--- config.mk ---
export PLATFORM = sky130hd
export DESIGN_NAME = dmem_arbiter
export DESIGN_NICKNAME = d
export VERILOG_FILES = /design/src/rtl/dmem_arbiter.sv
export SDC_FILE = /design/constraint.sdc
export NUM_CORES = 1
export LEC_CHECK = 0
export CAP_MARGIN = 20
export CORE_UTILIZATION = 41
export CTS_CLUSTER_SIZE = 20
export DETAILED_ROUTE_END_ITERATION = 12
export PLACE_DENSITY_LB_ADDON = 0.3
export SLEW_MARGIN = 15
export SYNTH_ARGS = -nofsm -noshare
export SYNTH_HDL_FRONTEND = slang
export SYNTH_SLANG_ARGS = --single-unit
--- constraint.sdc ---
create_clock -name clk -period 4.7 [get_ports clk]
set_input_delay 0.47 -clock clk [delete_from_list [all_inputs] [get_ports clk]]
set_output_delay 0.47 -clock clk [all_outputs]
set_load 0.005 [all_outputs]
--- src/rtl/dmem_arbiter.sv ---
// Round-robin two-requester sequencer for the 64-byte DataMemory.
// One word access per IDLE/EXEC/RESP pass; out-of-range addresses are rejected.
module dmem_arbiter #(
  parameter int ADDR_W   = 6,
  parameter int DATA_W   = 32,
  parameter int MAX_ADDR = 2**ADDR_W-4
) (
  input  logic                clk,
  input  logic                rst,
  input  logic [1:0]          req_valid,
  input  logic [1:0]          req_we,
  input  logic [2*ADDR_W-1:0] req_addr,
  input  logic [2*DATA_W-1:0] req_wdata,
  output logic [1:0]          req_ready,
  output logic [1:0]          resp_valid,
  output logic [DATA_W-1:0]   resp_rdata,
  output logic                resp_err,
  output logic [ADDR_W-1:0]   mem_address,
  output logic [DATA_W-1:0]   mem_data_in,
  output logic                memRead,
  output logic                memWrite,
  input  logic [DATA_W-1:0]   mem_data_out
);

  typedef enum logic [1:0] {
    S_IDLE,
    S_EXEC,
    S_RESP
  } state_t;

  localparam logic [ADDR_W-1:0] LP_MAX = ADDR_W'(MAX_ADDR);

  state_t              r_state;
  logic                r_rr;
  logic                r_owner;
  logic                r_we;
  logic                r_legal;

  logic [1:0]          w_grant;
  logic                w_sel;
  logic                w_we;
  logic                w_legal;
  logic [ADDR_W-1:0]   w_addr;
  logic [DATA_W-1:0]   w_wdata;

  // Ties go to r_rr; a lone requester always wins.
  always_comb begin
    w_grant = 2'b00;
    if (r_state == S_IDLE && !rst) begin
      unique case (req_valid)
        2'b01:   w_grant = 2'b01;
        2'b10:   w_grant = 2'b10;
        2'b11:   w_grant = r_rr ? 2'b10 : 2'b01;
        default: w_grant = 2'b00;
      endcase
    end
  end

  assign req_ready = w_grant;
  assign w_sel     = w_grant[1];
  assign w_we      = w_sel ? req_we[1] : req_we[0];
  assign w_addr    = w_sel ? req_addr[ADDR_W +: ADDR_W]
                           : req_addr[0 +: ADDR_W];
  assign w_wdata   = w_sel ? req_wdata[DATA_W +: DATA_W]
                           : req_wdata[0 +: DATA_W];
  assign w_legal   = (w_addr <= LP_MAX);

  always_ff @(posedge clk or posedge rst) begin
    if (rst) begin
      r_state     <= S_IDLE;
      r_rr        <= 1'b0;
      r_owner     <= 1'b0;
      r_we        <= 1'b0;
      r_legal     <= 1'b0;
      resp_valid  <= 2'b00;
      resp_rdata  <= '0;
      resp_err    <= 1'b0;
      mem_address <= '0;
      mem_data_in <= '0;
      memRead     <= 1'b0;
      memWrite    <= 1'b0;
    end else begin
      unique case (r_state)
        S_IDLE: begin
          resp_valid <= 2'b00;
          if (|w_grant) begin
            r_owner     <= w_sel;
            r_we        <= w_we;
            r_legal     <= w_legal;
            r_rr        <= ~w_sel;
            mem_address <= w_addr;
            mem_data_in <= w_wdata;
            memRead     <= w_legal & ~w_we;
            memWrite    <= w_legal & w_we;
            r_state     <= S_EXEC;
          end
        end
        S_EXEC: begin
          // Write commits and read data is captured on this edge.
          memRead    <= 1'b0;
          memWrite   <= 1'b0;
          resp_err   <= ~r_legal;
          resp_rdata <= (r_legal && !r_we) ? mem_data_out : '0;
          resp_valid <= r_owner ? 2'b10 : 2'b01;
          r_state    <= S_RESP;
        end
        S_RESP: begin
          resp_valid <= 2'b00;
          r_state    <= S_IDLE;
        end
        default: begin
          r_state <= S_IDLE;
        end
      endcase
    end
  end

endmodule

Word level (Yosys, flattened, before mapping)
Cells that the tools add are included.

Register bits: 81. Logic and storage cells: 50. Bits of input ports: 114. Output and inout bits: 77.

Equal/unequal tests: 6. Bitwise operators: 5. Order comparisons: 1. Reduce and logical (&&, ||, !) cells: 11. Mux-type cells: 15.

Operators with widths (count): 32-bit 2-to-1 mux (2); 2-bit 2-to-1 mux (4); 2-bit case mux with 2 select lines (2); 2-bit equality test, second input constant (3); 6-bit <= comparator, second input constant (1); 6-bit 2-to-1 mux (1); 2-bit case mux with 3 select lines (1); 2-bit by 1-bit equality test with 1-bit output, second input constant (2); 1-bit case mux with 2 select lines (2); 2-bit AND reduction (2); 2-bit nonzero test (2); 2-bit OR reduction (2); 1-bit 2-to-1 mux (3); 1-bit inverter (3); 1-bit bitwise AND (2); 1-bit logical AND (2); 1-bit logical NOT (2); 2-bit logical NOT (1); 2-bit by 1-bit != test with 1-bit output, second input constant (1).

Depth between registers and ports, before layout
Gate-level depths: netlist of run 1.

Depth in word-level cells: 8. Depth in mapped cells: 7. Mapped depth without buffers: 4.

Least setup slack after synthesis of run 1
No wires, ideal clock.

Kind: input -> output. Start: input port rst. End: output port req_ready[0]. Cell stages on the path: 5. Setup slack: 3065 ps. Data required time: 4230 ps. Arrival: 1165 ps. Cells stage by stage: nor3_2 -> and3_1 -> buf_4 -> buf_6 -> buf_4.

Word-level cells in the longest chain between the ends: 3.

RTL lines: start: declaration (line 9) `input logic rst,`; 1-bit logical NOT (no line); 1-bit logical AND (line 49) `if (r_state == S_IDLE && !rst) begin`; 2-bit 2-to-1 mux (line 49); end: declaration (line 14) `output logic [1:0] req_ready,`.

No other way between the ends.

Worst setup path in the final report of run 1
Ends and elaborated chain as after synthesis.

==> results of run 1 <==
[cell type report]
type | count | area, µm² | share of cell area [%]
well taps | 102 | 128 | 2.34
clock inverters | 7 | 101 | 1.86
flip-flops and latches | 81 | 2030 | 37.1
inverters | 5 | 20.0 | 0.367
multi-input cells | 182 | 1110 | 20.3
repair buffers | 196 | 1950 | 35.8
clock buffers | 9 | 124 | 2.27
[worst paths after layout]
path                                             start                     endpoint  slack, ps
worst max-delay path                               rst                 req_ready[0]       1880
worst min-delay path               r_owner$_DFFE_PP0P_          r_owner$_DFFE_PP0P_        500
worst max register to register  r_state[0]$_DFFE_PP0P_          r_legal$_DFFE_PP0P_       2730
worst min register to register     r_owner$_DFFE_PP0P_          r_owner$_DFFE_PP0P_        500
max in group asynchronous                          rst  mem_data_in[16]$_DFFE_PP0P_       3130
min in group asynchronous                          rst   resp_rdata[16]$_DFFE_PP0P_        580
[kinds of logic after synthesis]
group | count (synthesis) | share of synthesized area, %
compound gates | 79 | 18.5
mux | 9 | 2.79
simple gates | 94 | 12.3
buf+inv | 27 | 4.44
flops | 81 | 62.0
[placed cells by master (no fill, tap or decap)]
cell and count:
clkdlybuf4s50_1 190, dfrtp_1 81, nand2_1 75, a22o_1 32, a22oi_1 31, clkbuf_8 9
mux2i_1 8, o21ai_1 6, buf_4 5, inv_1 4, o21ai_0 4, nor2_1 4
nand2b_1 3, inv_6 3, a21oi_1 2, nand4_1 2, nand3b_1 2, nand3_1 2
clkinvlp_4 2, bufinv_16 2, nor3b_4 1, nor3_2 1, o21ai_2 1, and3_1 1
and3_2 1, clkinv_2 1, mux2_1 1, a21o_1 1, nor4_1 1, nor3b_1 1
a311o_1 1, a21boi_0 1, buf_8 1
[where the power goes]
group	internal [µW]	switching, µW	leakage [µW]
Clock	305	261	0.000107
Combinational	509	259	0.00125
Sequential	879	104	0.00103
Total	1690	624	0.00239
[layer usage]
metal	up-vias	GRT usage [%]	part of all wire [%]
met3	11	5.61	7.0
met2	135	38.2	51
met4	0	9.26	1.1
met1	1418	29.8	41
li1	1400	-	-
met5	-	0	0
[registers in the layout, indices dropped and copies added (netlist names)]
register,cells
memRead,1
memWrite,1
mem_address,6
mem_data_in,32
r_legal,1
r_owner,1
r_rr,1
r_state,2
r_we,1
resp_err,1
resp_rdata,32
resp_valid,2
[stage by stage]
| stage | cells | instance area (µm²) | setup slack (ps) | power [µW] |
|---|---|---|---|---|
| 6_report | 582 | 5460 | 1880 | 2320 |
| 5_1_grt | 582 | 5460 | 1790 | 2450 |
| 4_1_cts | 582 | 5460 | 1880 | 2340 |
| 3_5_place_dp | 566 | 5240 | 1880 | 1770 |
| 3_3_place_gp | 565 | 5220 | 1880 | 1740 |
| 2_1_floorplan | 290 | 3270 | 2150 | 1250 |
==> flow_metrics.py, run 1 <==
metrics = {
    "global_route": {
        "antenna_found_initial": 0,
        "grt_overflow_total": 0,
        "grt_first_pass_wirelength_um": 15000,
        "first_global_vias": 2893,
        "grt_max_degree": 53,
        "grt_usage_pct": 23.3,
    },
    "synth": {
        "yosysTopAreaCellShare_pct": 62.0,
        "synth_edf_count": 0,
        "synth-seq-cells": 81,
        "syn_inst": 290,
        "yosys.cell_count.top_type": "dfrtp_1",
        "synth_largest_area_cell": "dfrtp_1",
        "async_flop_share_pct": 100,
        "synthTopCellsByCount": "dfrtp_1, nand2_1, a22o_1",
        "synthFlopType": "dfrtp_1",
        "avgSynthCellArea_um2": 11.3,
        "yosysUniqueCellTypes": 28,
        "syn_area_um2": 3270,
        "ys.warnings.count": 0,
        "syn-num-nets": 404,
        "synth_area_leaders": "dfrtp_1, nand2_1, a22o_1",
        "ys_seq_area_share_pct": 62.0,
    },
    "place": {
        "finalWeightedCongestion": 0.750,
        "port_buffers": 190,
        "hpwlAfterDp_um": 6750,
    },
    "setup_path": {
        "path_common_cell": "clkdlybuf4s50_1",
        "cpMaxStageDelayCell": "clkdlybuf4s50_1",
        "crit_fanout": 40,
        "crit_chain": "clkdlybuf4s50_1, nor3_2, and3_1, buf_4, clkdlybuf4s50_1",
        "crit_type": "in2out",
        "reg2reg_depth": 5,
        "worstSetupEndpointType": "primary output",
        "worstPathRequired_ps": 4230,
        "crit_arrival_ps": 2350,
        "max_stage_delay_ps": 590,
        "cp.buffers_inverters": 3,
        "critical-path-top-delay-family": "buffers and inverters",
        "cp-start-kind": "input pin",
        "crit_cells": 5,
    },
    "power_and_ir_drop": {
        "leakagePower_uw": 0.00239,
        "powerDensity_nw_per_um2": 424,
        "ir_drop_mv": 0.228,
    },
    "timing": {
        "fin_crit_ps": 2820,
        "slew_headroom_pct": 55.0,
        "setup_viol": 0,
        "worst_pin_slew_ps": 674,
        "fmax_ghz": 0.355,
        "finClkSkew_ps": 12.2,
        "finalSetupTns_ps": 0,
        "fin_crit_sh_pct": 59.9,
        "report.final.slew_viol_count": 0,
        "hold_ws_ps": 502,
        "final_hold_viol_count": 0,
        "rsz0062_at_grt": "no",
    },
    "flow_run": {
        "drv_cap": 0,
    },
    "hold_path": {
        "worstHoldPathType": "reg2reg",
        "min_path_cells": 1,
    },
    "floorplan": {
        "io_pins": 191,
        "fp.coreArea_um2": 7730,
        "die_w_um": 91.3,
        "fp-row-count": 32,
        "die-area_um2": 8330,
        "start_util_pct": 42.3,
        "dieHeight_um": 91.3,
    },
    "clocking": {
        "hold_buffers": 0,
        "path_clk_slew_ps": 80,
        "postCtsSetupBuffers": 0,
        "ctsLongestPathBuffers": 2,
        "cts_tree": "done",
        "cts_root_buf": "clkbuf_8",
        "clk_latency_ps": 350,
        "htree_num_levels": 3,
        "cts_made_buffers": 9,
        "cts_num_sinks": 81,
        "cts_resized": 0,
    },
    "drt": {
        "finalWirelength_um": 9360,
        "drc": 0,
        "viasPerCell": 5.09,
        "vias": 2964,
        "antenna_left": 0,
        "drt_first_iter_violations": 170,
        "routedWlPerCell_um": 16.1,
        "drt_pass1_iterations": 4,
    },
    "finish": {
        "antennaDiodeCount": 0,
        "finalNetCount": 589,
        "drive_above_1_share_pct": 5.63,
        "final_util_pct": 70.7,
        "nFillCells": 554,
        "area.growth.synth_to_final_pct": 67.1,
    },
    "run_status": {
        "status": "finished, final reports clean",
    },
}
Power figures use the tool's default switching activity.
==> inputs of run 2 (changes only) <==
- CORE_UTILIZATION: 41 -> 34
- clock period: 4.7 -> 2.55 ns (I/O delays scaled with it)
==> run 2 against run 1 <==
  * First-iteration DRC count shrank 52%
  * Sequential share of layout area decreased by 0.41 points
  * Core utilization down 11 points
  * Register-to-register slack got worse by 2100 ps
  * Clock skew shrank 3.3 ps
  * Wire length is 2.6% higher
  * Clock power rose by 91%
==> flow_metrics.py, run 2 (synthesized netlist as in run 1, its figures left out) <==
metrics = {
    "place": {
        "hpwlAfterDp_um": 6860,
        "port_buffers": 190,
        "finalWeightedCongestion": 0.726,
    },
    "clocking": {
        "clk_latency_ps": 340,
        "cts_root_buf": "clkbuf_8",
        "cts_tree": "done",
        "postCtsSetupBuffers": 0,
        "cts_num_sinks": 81,
        "htree_num_levels": 3,
        "cts_resized": 0,
        "hold_buffers": 0,
        "ctsLongestPathBuffers": 2,
        "cts_made_buffers": 9,
        "path_clk_slew_ps": 90,
    },
    "power_and_ir_drop": {
        "seq_power_share_pct": 42.0,
        "power_switching_uw": 1130,
        "p_sw_share_pct": 26.3,
        "p_comb_share_pct": 32.9,
        "power_frac_clock_pct": 25.1,
        "finalPower_uw": 4300,
        "ir_drop_mv": 0.370,
        "powerDensity_nw_per_um2": 779,
        "leakagePower_uw": 0.00241,
        "p_int_uw": 3170,
    },
    "global_route": {
        "use_met2_pct": 33.2,
        "grt_max_degree": 48,
        "grt.met1_usage_pct": 24.0,
        "first_global_vias": 3071,
        "grt_first_pass_wirelength_um": 15200,
        "busiest_layer": "met2",
        "grt_usage_pct": 19.5,
        "use_met3_pct": 6.20,
        "grt_overflow_total": 0,
        "antenna_found_initial": 0,
    },
    "floorplan": {
        "start_util_pct": 35.2,
        "dieHeight_um": 100,
        "fp-row-count": 35,
        "die_w_um": 100,
        "fp.coreArea_um2": 9280,
        "die-area_um2": 10000,
        "io_pins": 191,
    },
    "drt": {
        "drc": 0,
        "finalWirelength_um": 9600,
        "antenna_left": 0,
        "routedWlPerCell_um": 15.7,
        "viasPerCell": 4.78,
        "vias": 2923,
        "drt_pass1_iterations": 4,
        "drt_first_iter_violations": 81,
    },
    "finish": {
        "nFillCells": 805,
        "antennaDiodeCount": 0,
        "layout_common_cells": "clkdlybuf4s50_1, dfrtp_1, nand2_1",
        "largestRegisters": "mem_data_in x32, resp_rdata x32, mem_address x6",
        "final_util_pct": 59.5,
        "mostFrequentLayoutCell": "clkdlybuf4s50_1",
        "finalNetCount": 591,
        "area.growth.synth_to_final_pct": 69.0,
        "drive_above_1_share_pct": 6.02,
    },
    "setup_path": {
        "crit_fanout": 7,
        "cp-start-kind": "flip-flop",
        "crit_type": "reg2out",
        "worstSetupEndpointType": "primary output",
        "crit_arrival_ps": 1950,
        "reg2reg_depth": 5,
        "worstPathRequired_ps": 2300,
    },
    "timing": {
        "slew_headroom_pct": 60.9,
        "setup_viol": 0,
        "fin_crit_ps": 2210,
        "report.final.slew_viol_count": 0,
        "fin_crit_sh_pct": 86.6,
        "rsz0062_at_grt": "no",
        "worst_pin_slew_ps": 586,
        "final_hold_viol_count": 0,
        "finalSetupTns_ps": 0,
        "finClkSkew_ps": 8.98,
        "fmax_ghz": 0.453,
    },
    "flow_run": {
        "drv_cap": 0,
    },
    "hold_path": {
        "worstHoldPathType": "in2async",
    },
    "run_status": {
        "status": "finished, final reports clean",
    },
}
## run 2: cell types whose count changed in the layout (fill, tap and decap cells not counted), sizes merged
cell and change:
clkinv +2, clkbuf +2, clkinvlp -2, buf +2
inv -2
## run 2: layout make-up
cell class                 instances  area (µm²)  area share, %
sequential                        81        2030           36.7
multi-input combinational        182        1110           20.2
inverter                           5        20.0          0.362
clock buffer                      11         151           2.74
tap                              129         161           2.92
clock inverter                     5        86.3           1.56
timing repair buffer             198        1960           35.5
## run 2: through the flow
step           cells  area, µm²  hold slack (ps)  worst slack [ps]
2_1_floorplan    290       3270              360               215
3_3_place_gp     595       5290              466               418
3_5_place_dp     595       5290              485               392
4_1_cts          611       5520              399               329
5_1_grt          611       5520              416               224
6_report         611       5520              400               342
## run 2: power by group through the flow
stage | logic (µW) | registers (µW) | clock network [µW]
finish | 1410 | 1810 | 1080
detailed placement | 1430 | 1830 | 0
floorplan | 449 | 1850 | 0
global placement | 1400 | 1820 | 0
CTS | 1430 | 1810 | 1120
global route | 1530 | 1860 | 1170
## run 2: final timing paths
kind / slack, ps / end / start
min in group clk: 430 / mem_data_in[8]$_DFFE_PP0P_ / req_wdata[8]
hold / removal: 400 / r_rr$_DFFE_PP0P_ / rst
setup reg to reg: 670 / mem_address[5]$_DFFE_PP0P_ / r_state[0]$_DFFE_PP0P_
setup / recovery: 340 / req_ready[1] / r_state[0]$_DFFE_PP0P_
hold reg to reg: 500 / r_owner$_DFFE_PP0P_ / r_owner$_DFFE_PP0P_
max in group asynchronous: 1690 / mem_data_in[29]$_DFFE_PP0P_ / rst
## run 2: critical path: stages, from the launching register on
cell	delay (ps)
dfrtp_1	420
nor3_2	320
and3_2	340
clkdlybuf4s50_1	540
## run 2: per-layer routing
metal | up-vias | share of wire [%]
met4 | 0 | 1.0
met5 | - | 0
met1 | 1409 | 42
met2 | 111 | 49
met3 | 9 | 8.1
li1 | 1394 | -
